--- src/rtl/heap_array_allocator_if.sv ---
// ---------------------------------------------------------------------------
// heap_array_allocator_if
//   Request/response bundle for heap_array_allocator.
//
//   Signals (master = requester, slave = allocator):
//     allocReq    m->s  request a new array handle
//     allocAck    s->m  one-cycle grant pulse, allocIdx valid
//     allocIdx    s->m  granted handle, held until the next grant
//     allocFail   s->m  one-cycle pulse, no handle available
//     freeReq     m->s  return handle freeIdx
//     freeIdx     m->s  handle being returned
//     freeAck     s->m  one-cycle pulse, free accepted
//     sizeClr     s->m  one-cycle pulse alongside allocAck
//     sizeClrIdx  s->m  size entry to clear (equals allocIdx)
//     allocs      s->m  high-water mark of counter-issued handles
//     freedTop    s->m  current freed-stack depth
//     freeErr     s->m  (only with ALLOC_DOUBLE_FREE_CHECK_EN) bad free
// ---------------------------------------------------------------------------
interface heap_array_allocator_if #(
  parameter int MemoryElementWidth = 12
) ();
  logic                          allocReq;
  logic                          allocAck;
  logic [MemoryElementWidth-1:0] allocIdx;
  logic                          allocFail;
  logic                          freeReq;
  logic [MemoryElementWidth-1:0] freeIdx;
  logic                          freeAck;
  logic                          sizeClr;
  logic [MemoryElementWidth-1:0] sizeClrIdx;
  logic [MemoryElementWidth-1:0] allocs;
  logic [MemoryElementWidth-1:0] freedTop;
`ifdef ALLOC_DOUBLE_FREE_CHECK_EN
  logic                          freeErr;
`endif

  modport master (
    output allocReq, freeReq, freeIdx,
    input  allocAck, allocIdx, allocFail, freeAck, sizeClr, sizeClrIdx,
           allocs, freedTop
`ifdef ALLOC_DOUBLE_FREE_CHECK_EN
    , input freeErr
`endif
  );

  modport slave (
    input  allocReq, freeReq, freeIdx,
    output allocAck, allocIdx, allocFail, freeAck, sizeClr, sizeClrIdx,
           allocs, freedTop
`ifdef ALLOC_DOUBLE_FREE_CHECK_EN
    , output freeErr
`endif
  );
endinterface

--- src/rtl/heap_array_allocator.sv ---
// ---------------------------------------------------------------------------
// heap_array_allocator
//   Hands out array handles 0..NArrays-1. Returned handles go onto a LIFO
//   freed stack and are reused before fresh handles are taken from the
//   high-water counter. All responses are registered (one-cycle latency).
//
//   Ports:
//     clock  single clock, rising edge
//     reset  synchronous, active-high
//     bus    heap_array_allocator_if.slave (see interface for members)
//
//   Build option:
//     ALLOC_DOUBLE_FREE_CHECK_EN  adds an in-use map and bus.freeErr; frees
//     of never-issued or already-free handles are rejected with freeErr.
// ---------------------------------------------------------------------------
module heap_array_allocator #(
  parameter int NArrays            = 20,
  parameter int MemoryElementWidth = 12
) (
  input logic                   clock,
  input logic                   reset,
  heap_array_allocator_if.slave bus
);
  localparam int              MW    = MemoryElementWidth;
  localparam int              AW    = (NArrays > 1) ? $clog2(NArrays) : 1;
  localparam logic [MW-1:0]   LIMIT = MW'(NArrays);
  localparam logic [MW-1:0]   ONE   = MW'(1);

  logic [MW-1:0] freed_q [NArrays];

  logic [MW-1:0] allocs_q,    allocs_d;
  logic [MW-1:0] freed_top_q, freed_top_d;
  logic [MW-1:0] alloc_idx_q, alloc_idx_d;
  logic          alloc_ack_q, alloc_ack_d;
  logic          alloc_fail_q, alloc_fail_d;
  logic          free_ack_q,  free_ack_d;

  logic          push_en;
  logic [AW-1:0] push_ptr;
  logic [AW-1:0] pop_ptr;
  logic [MW-1:0] top_after_pop;
  logic          free_valid;

`ifdef ALLOC_DOUBLE_FREE_CHECK_EN
  logic [NArrays-1:0] in_use_q, in_use_d;
  logic               free_err_q, free_err_d;

  // A handle may only be returned if it was issued and is currently out.
  assign free_valid = (bus.freeIdx < allocs_q) && in_use_q[bus.freeIdx[AW-1:0]];
`else
  assign free_valid = 1'b1;
`endif

  assign pop_ptr = AW'(freed_top_q - ONE);

  // NOTE: every always_comb output gets a default first, so no path can
  // leave a signal unassigned and infer a latch.
  always_comb begin
    allocs_d      = allocs_q;
    alloc_idx_d   = alloc_idx_q;
    alloc_ack_d   = 1'b0;
    alloc_fail_d  = 1'b0;
    free_ack_d    = 1'b0;
    push_en       = 1'b0;
    push_ptr      = '0;
    top_after_pop = freed_top_q;
`ifdef ALLOC_DOUBLE_FREE_CHECK_EN
    free_err_d    = 1'b0;
    in_use_d      = in_use_q;
`endif

    // Allocation is decided purely from pre-edge state: reuse the most
    // recently freed handle, else take a fresh one from the counter.
    if (bus.allocReq) begin
      if (freed_top_q != '0) begin
        alloc_idx_d   = freed_q[pop_ptr];
        top_after_pop = freed_top_q - ONE;
        alloc_ack_d   = 1'b1;
      end else if (allocs_q != LIMIT) begin
        alloc_idx_d   = allocs_q;
        allocs_d      = allocs_q + ONE;
        alloc_ack_d   = 1'b1;
      end else begin
        alloc_fail_d  = 1'b1;
      end
    end

    freed_top_d = top_after_pop;

    // The free pushes on top of whatever the alloc left, so a same-cycle
    // pop+push keeps the depth and freeIdx becomes the new top; it is never
    // forwarded to allocIdx.
    if (bus.freeReq) begin
      if (free_valid) begin
        free_ack_d = 1'b1;
        if (top_after_pop != LIMIT) begin
          push_en     = 1'b1;
          push_ptr    = top_after_pop[AW-1:0];
          freed_top_d = top_after_pop + ONE;
        end
`ifdef ALLOC_DOUBLE_FREE_CHECK_EN
        in_use_d[bus.freeIdx[AW-1:0]] = 1'b0;
`endif
      end else begin
`ifdef ALLOC_DOUBLE_FREE_CHECK_EN
        free_err_d = 1'b1;
`endif
      end
    end

`ifdef ALLOC_DOUBLE_FREE_CHECK_EN
    if (alloc_ack_d) begin
      in_use_d[alloc_idx_d[AW-1:0]] = 1'b1;
    end
`endif
  end

  // NOTE: sequential state uses non-blocking assignments so every flop
  // samples pre-edge values regardless of statement order.
  always_ff @(posedge clock) begin
    if (reset) begin
      allocs_q     <= '0;
      freed_top_q  <= '0;
      alloc_idx_q  <= '0;
      alloc_ack_q  <= 1'b0;
      alloc_fail_q <= 1'b0;
      free_ack_q   <= 1'b0;
`ifdef ALLOC_DOUBLE_FREE_CHECK_EN
      in_use_q     <= '0;
      free_err_q   <= 1'b0;
`endif
    end else begin
      allocs_q     <= allocs_d;
      freed_top_q  <= freed_top_d;
      alloc_idx_q  <= alloc_idx_d;
      alloc_ack_q  <= alloc_ack_d;
      alloc_fail_q <= alloc_fail_d;
      free_ack_q   <= free_ack_d;
`ifdef ALLOC_DOUBLE_FREE_CHECK_EN
      in_use_q     <= in_use_d;
      free_err_q   <= free_err_d;
`endif
    end
  end

  // NOTE: the stack storage is not reset; entries at or above freedTop are
  // never read, so clearing them would only cost reset fan-out.
  always_ff @(posedge clock) begin
    if (push_en && !reset) begin
      freed_q[push_ptr] <= bus.freeIdx;
    end
  end

  assign bus.allocAck   = alloc_ack_q;
  assign bus.allocIdx   = alloc_idx_q;
  assign bus.allocFail  = alloc_fail_q;
  assign bus.freeAck    = free_ack_q;
  assign bus.sizeClr    = alloc_ack_q;
  assign bus.sizeClrIdx = alloc_idx_q;
  assign bus.allocs     = allocs_q;
  assign bus.freedTop   = freed_top_q;
`ifdef ALLOC_DOUBLE_FREE_CHECK_EN
  assign bus.freeErr    = free_err_q;
`endif

endmodule

--- src/flat_wrapper.sv ---
// flat-port wrapper written by rule: the top's interface ports become plain ports
module heap_array_allocator_flat 
#(
  parameter int NArrays            = 20,
  parameter int MemoryElementWidth = 12
)
  (clock, reset, bus_allocReq, bus_freeReq, bus_freeIdx, bus_allocAck, bus_allocIdx, bus_allocFail, bus_freeAck, bus_sizeClr, bus_sizeClrIdx, bus_allocs, bus_freedTop);
  heap_array_allocator_if #(.MemoryElementWidth(MemoryElementWidth)) bus_i ();
  input logic clock;
  input logic reset;
  input wire logic [$bits(bus_i.allocReq)-1:0] bus_allocReq;
  input wire logic [$bits(bus_i.freeReq)-1:0] bus_freeReq;
  input wire logic [$bits(bus_i.freeIdx)-1:0] bus_freeIdx;
  output wire logic [$bits(bus_i.allocAck)-1:0] bus_allocAck;
  output wire logic [$bits(bus_i.allocIdx)-1:0] bus_allocIdx;
  output wire logic [$bits(bus_i.allocFail)-1:0] bus_allocFail;
  output wire logic [$bits(bus_i.freeAck)-1:0] bus_freeAck;
  output wire logic [$bits(bus_i.sizeClr)-1:0] bus_sizeClr;
  output wire logic [$bits(bus_i.sizeClrIdx)-1:0] bus_sizeClrIdx;
  output wire logic [$bits(bus_i.allocs)-1:0] bus_allocs;
  output wire logic [$bits(bus_i.freedTop)-1:0] bus_freedTop;
  assign bus_i.allocReq = bus_allocReq;
  assign bus_i.freeReq = bus_freeReq;
  assign bus_i.freeIdx = bus_freeIdx;
  assign bus_allocAck = bus_i.allocAck;
  assign bus_allocIdx = bus_i.allocIdx;
  assign bus_allocFail = bus_i.allocFail;
  assign bus_freeAck = bus_i.freeAck;
  assign bus_sizeClr = bus_i.sizeClr;
  assign bus_sizeClrIdx = bus_i.sizeClrIdx;
  assign bus_allocs = bus_i.allocs;
  assign bus_freedTop = bus_i.freedTop;
  heap_array_allocator #(.NArrays(NArrays), .MemoryElementWidth(MemoryElementWidth)) u_core (.clock(clock), .reset(reset), .bus(bus_i));
endmodule
--- config.mk ---
export PLATFORM = sky130hd
export DESIGN_NAME = heap_array_allocator_flat
export DESIGN_NICKNAME = d
export VERILOG_FILES = /design/src/rtl/heap_array_allocator_if.sv /design/src/rtl/heap_array_allocator.sv /design/src/flat_wrapper.sv
export SDC_FILE = /design/constraint.sdc
export NUM_CORES = 1
export LEC_CHECK = 0
export CAP_MARGIN = 20
export CORE_ASPECT_RATIO = 1.1
export CORE_UTILIZATION = 60
export CTS_BUF_LIST = sky130_fd_sc_hd__clkbuf_8
export CTS_CLUSTER_SIZE = 16
export DETAILED_ROUTE_END_ITERATION = 7
export PLACE_DENSITY_LB_ADDON = 0.08
export SLEW_MARGIN = 10
export SYNTH_ARGS = -nofsm -noshare
export SYNTH_HDL_FRONTEND = slang
export SYNTH_SLANG_ARGS = --single-unit
export TNS_END_PERCENT = 5
--- constraint.sdc ---
create_clock -name clock -period 7.6 [get_ports clock]
set_input_delay 1.14 -clock clock [delete_from_list [all_inputs] [get_ports clock]]
set_output_delay 1.14 -clock clock [all_outputs]
set_load 0.01 [all_outputs]
==> results.tsv <==
metric	value	unit
synth_edf_count	240	
critPathLaunchType	register	
layout-drive-gt1-share	0.1892	
die-width	134.5	microns
async_reset_ff_frac	0	
grt_use_total	0.2644	
cts_resized	0	
clockPowerShare	0.216	
wl_per_cell	23.79	microns
tightest_slew	1.072	ns
vias	6609	
cts_made_buffers	43	
fin_ws	2.089	ns
h-tree-depth	2	
critPathSlowestCell	nor2_1	
seqCellArea	0.007991	sq mm
end_kind	register	
cts_setup_buffers	0	
p_comb_frac	0.405	
drt-pass1-iter-count	5	
grt_max_degree	64	
antenna_found_initial	0	
post-route-period-util	0.7251	
cp.arrival	5.65	ns
switchingPower	1.879	mW
worstPathCellList	inv_1 > ha_2 > or4b_2 > o31ai_2 > buf_4 > o21ai_0 > inv_1 > ha_1 > nand3_1 > nor4_1 > and4_1 > inv_1 > ha_1 > nor2_1 > nand2_1 > nor2_1	
syn-cell-area	0.01159	sq mm
overflow	0	
yosysWarnings	0	
syn_nets	717	
ctsHoldBuffers	0	
grt_setup_unrepaired	no	
fin_hold_ws	0.4864	ns
coreArea	0.01867	sq mm
path_delay_family	simple AND/OR/NAND/NOR gates	
hp-class	register to register	
p_per_area	389.7	mW/mm^2
period_needed	5.511	ns
finalHoldViolations	0	
dp_hpwl	15640	microns
cp_slowest_stage_delay	0.89	ns
synth_area_leader_cell	edfxtp_1	
seq_power_share	0.379	
diodes	0	
path_buf_inv	4	
start_util	0.6209	
fmax	181.5	MHz
cts_root_buf	clkbuf_8	
ios	68	
syn_to_final_growth	14.38	%
totalWireLength	24770	microns
yosysTopAreaCellShare	0.6216	
status	finished clean	
path_max_fanout	39	
cts_tree	done	
num-fill-cells	1173	
maxCapViolCount	0	
finalMaxSlewViolations	0	
netSwitchingFraction	0.3635	
cts.sinks	279	
irDropWorstVdd	232.1	uV
die_area	0.01989	sq mm
portBuffers	67	
rows	52	
critical_path.most_common_cell	inv_1	
path_clk_slew	0.06	ns
grt_pass1_wl	38300	microns
drc	0	
fin_nets	795	
critPathKind	register to register	
slew_headroom	0.2824	
ys_ff_latch	279	
yosysSeqAreaShare	0.6889	
multi_input_area	0.003377	sq mm
routabilityCongestion	0.9191	
setup_viol	0	
required	7.74	ns
clk_path_buf_depth	3	
intPower	3.290	mW
ys_types	64	
final_antenna_net_count	0	
postSynthCellCount	694	
syn_avg_cell_area	16.71	sq um
synth_top_flop_cell	edfxtp_1	
synth_area_leaders	edfxtp_1 (62%), mux4_2 (12%), dfxtp_1 (6.7%)	
leakage	4.231	nW
dp_slack	1.883	ns
worstSkewPairLatency	0.55	ns
fin_tns_setup	0	ns
grt_pass1_vias	6586	
vias_per_cell	6.349	
fp.dieH	147.8	microns
finClkSkew	0.02991	ns
drt_iter0_markers	506	
==> final cells by class <==
cell class	count	area share
repair buffers	82	0.05962
inverters	12	0.003396
multi-input cells	354	0.2546
clock inverters	27	0.01123
flip-flops and latches	279	0.6025
clock buffers	44	0.04566
well taps	243	0.02292
==> worst register-to-register path, delay by kind of cell (launching register included) <==
family          cells  cell delay (ns)
compound gates      2             0.46
fa+ha+maj           3             0.64
buf+inv             4             0.77
flops               1             0.54
simple gates        7             2.70
==> layout by cell type (no fill, tap or decap), types with 9 or more instances in the layout <==
master,instances
nor2b_1,12
a211oi_1,36
mux2i_1,18
nand2_1,31
clkbuf_8,44
buf_4,14
nor2_1,33
dfxtp_1,38
clkdlybuf4s50_1,67
a21oi_1,16
edfxtp_1,240
mux4_2,60
o21ai_0,13
nor3_1,14
inv_1,21
nor4_1,9
==> logic make-up after synthesis <==
| family | Yosys count | share of synthesized area |
|---|---|---|
| DFF | 279 | 0.6889 |
| and+or+nand+nor | 154 | 0.07327 |
| buffers and inverters | 61 | 0.02536 |
| AOI/OAI and AO/OA | 103 | 0.06378 |
| adders and majority gates | 7 | 0.007553 |
| muxes | 78 | 0.1321 |
| xor gates and xnor gates | 12 | 0.009064 |
==> metrics by stage <==
| stage | power (mW) | utilization | cell area, sq um | cells |
|---|---|---|---|---|
| 2_1_floorplan | 3.403 | - | 11590 | 694 |
| 3_3_place_gp | 4.013 | 0.6662 | 12440 | 962 |
| 3_5_place_dp | 4.049 | 0.6662 | 12440 | 962 |
| 4_1_cts | 5.165 | 0.7066 | 13200 | 1033 |
| 5_1_grt | 5.439 | 0.7103 | 13260 | 1041 |
| 6_report | 5.169 | 0.7103 | 13260 | 1041 |
==> metal layers <==
layer,track usage,part of all wire,vias to the layer above
li1,-,-,2954
met5,0,0,-
met1,0.3575,0.40,3319
met4,0.09382,0.024,0
met2,0.4350,0.50,298
met3,0.04938,0.068,38
==> state kept, by name, indices dropped and copies added (netlist names) <==
register,cells
u_core.bus.allocFail,1
u_core.freed_q,240
u_core.bus.allocAck,1
u_core.bus.freedTop,12
u_core.bus.freeAck,1
u_core.bus.allocIdx,12
u_core.bus.allocs,12
==> path summary, 6_finish.rpt <==
check,end,cells past startpoint,from,slack [ns]
max,u_core.freed_q[10][1],16,u_core.bus.freedTop[0],2.09
min,u_core.bus.allocIdx[9],1,u_core.bus.allocIdx[9],0.49
max reg2reg,u_core.freed_q[10][1],16,u_core.bus.freedTop[0],2.09
min reg2reg,u_core.bus.allocIdx[9],1,u_core.bus.allocIdx[9],0.49
==> synth_stat cells, drive strengths merged (3+ instances only) <==
cell	instances
edfxtp	240
mux4	60
dfxtp	39
a211oi	36
nor2	33
nand2	31
buf	26
clkbuf	23
nor3	21
mux2i	18
a21oi	16
o21ai	14
inv	12
nor2b	12
nor4	9
ha	7
nand4	7
or3	7
a221oi	6
xnor2	6
xor2	6
nand3	5
o31ai	5
or4b	5
or2	4
or4	4
a211o	3
a311oi	3
and3	3
o21a	3
o31a	3
==> power groups by stage <==
stage | sequential, mW | clock [mW] | combinational [mW]
2_1_floorplan | 1.92 | 0 | 1.48
3_3_place_gp | 1.98 | 0 | 2.03
4_1_cts | 1.96 | 1.14 | 2.07
3_5_place_dp | 1.99 | 0 | 2.05
5_1_grt | 1.98 | 1.21 | 2.25
6_report | 1.96 | 1.12 | 2.09
(Power assumes the default switching activity.)
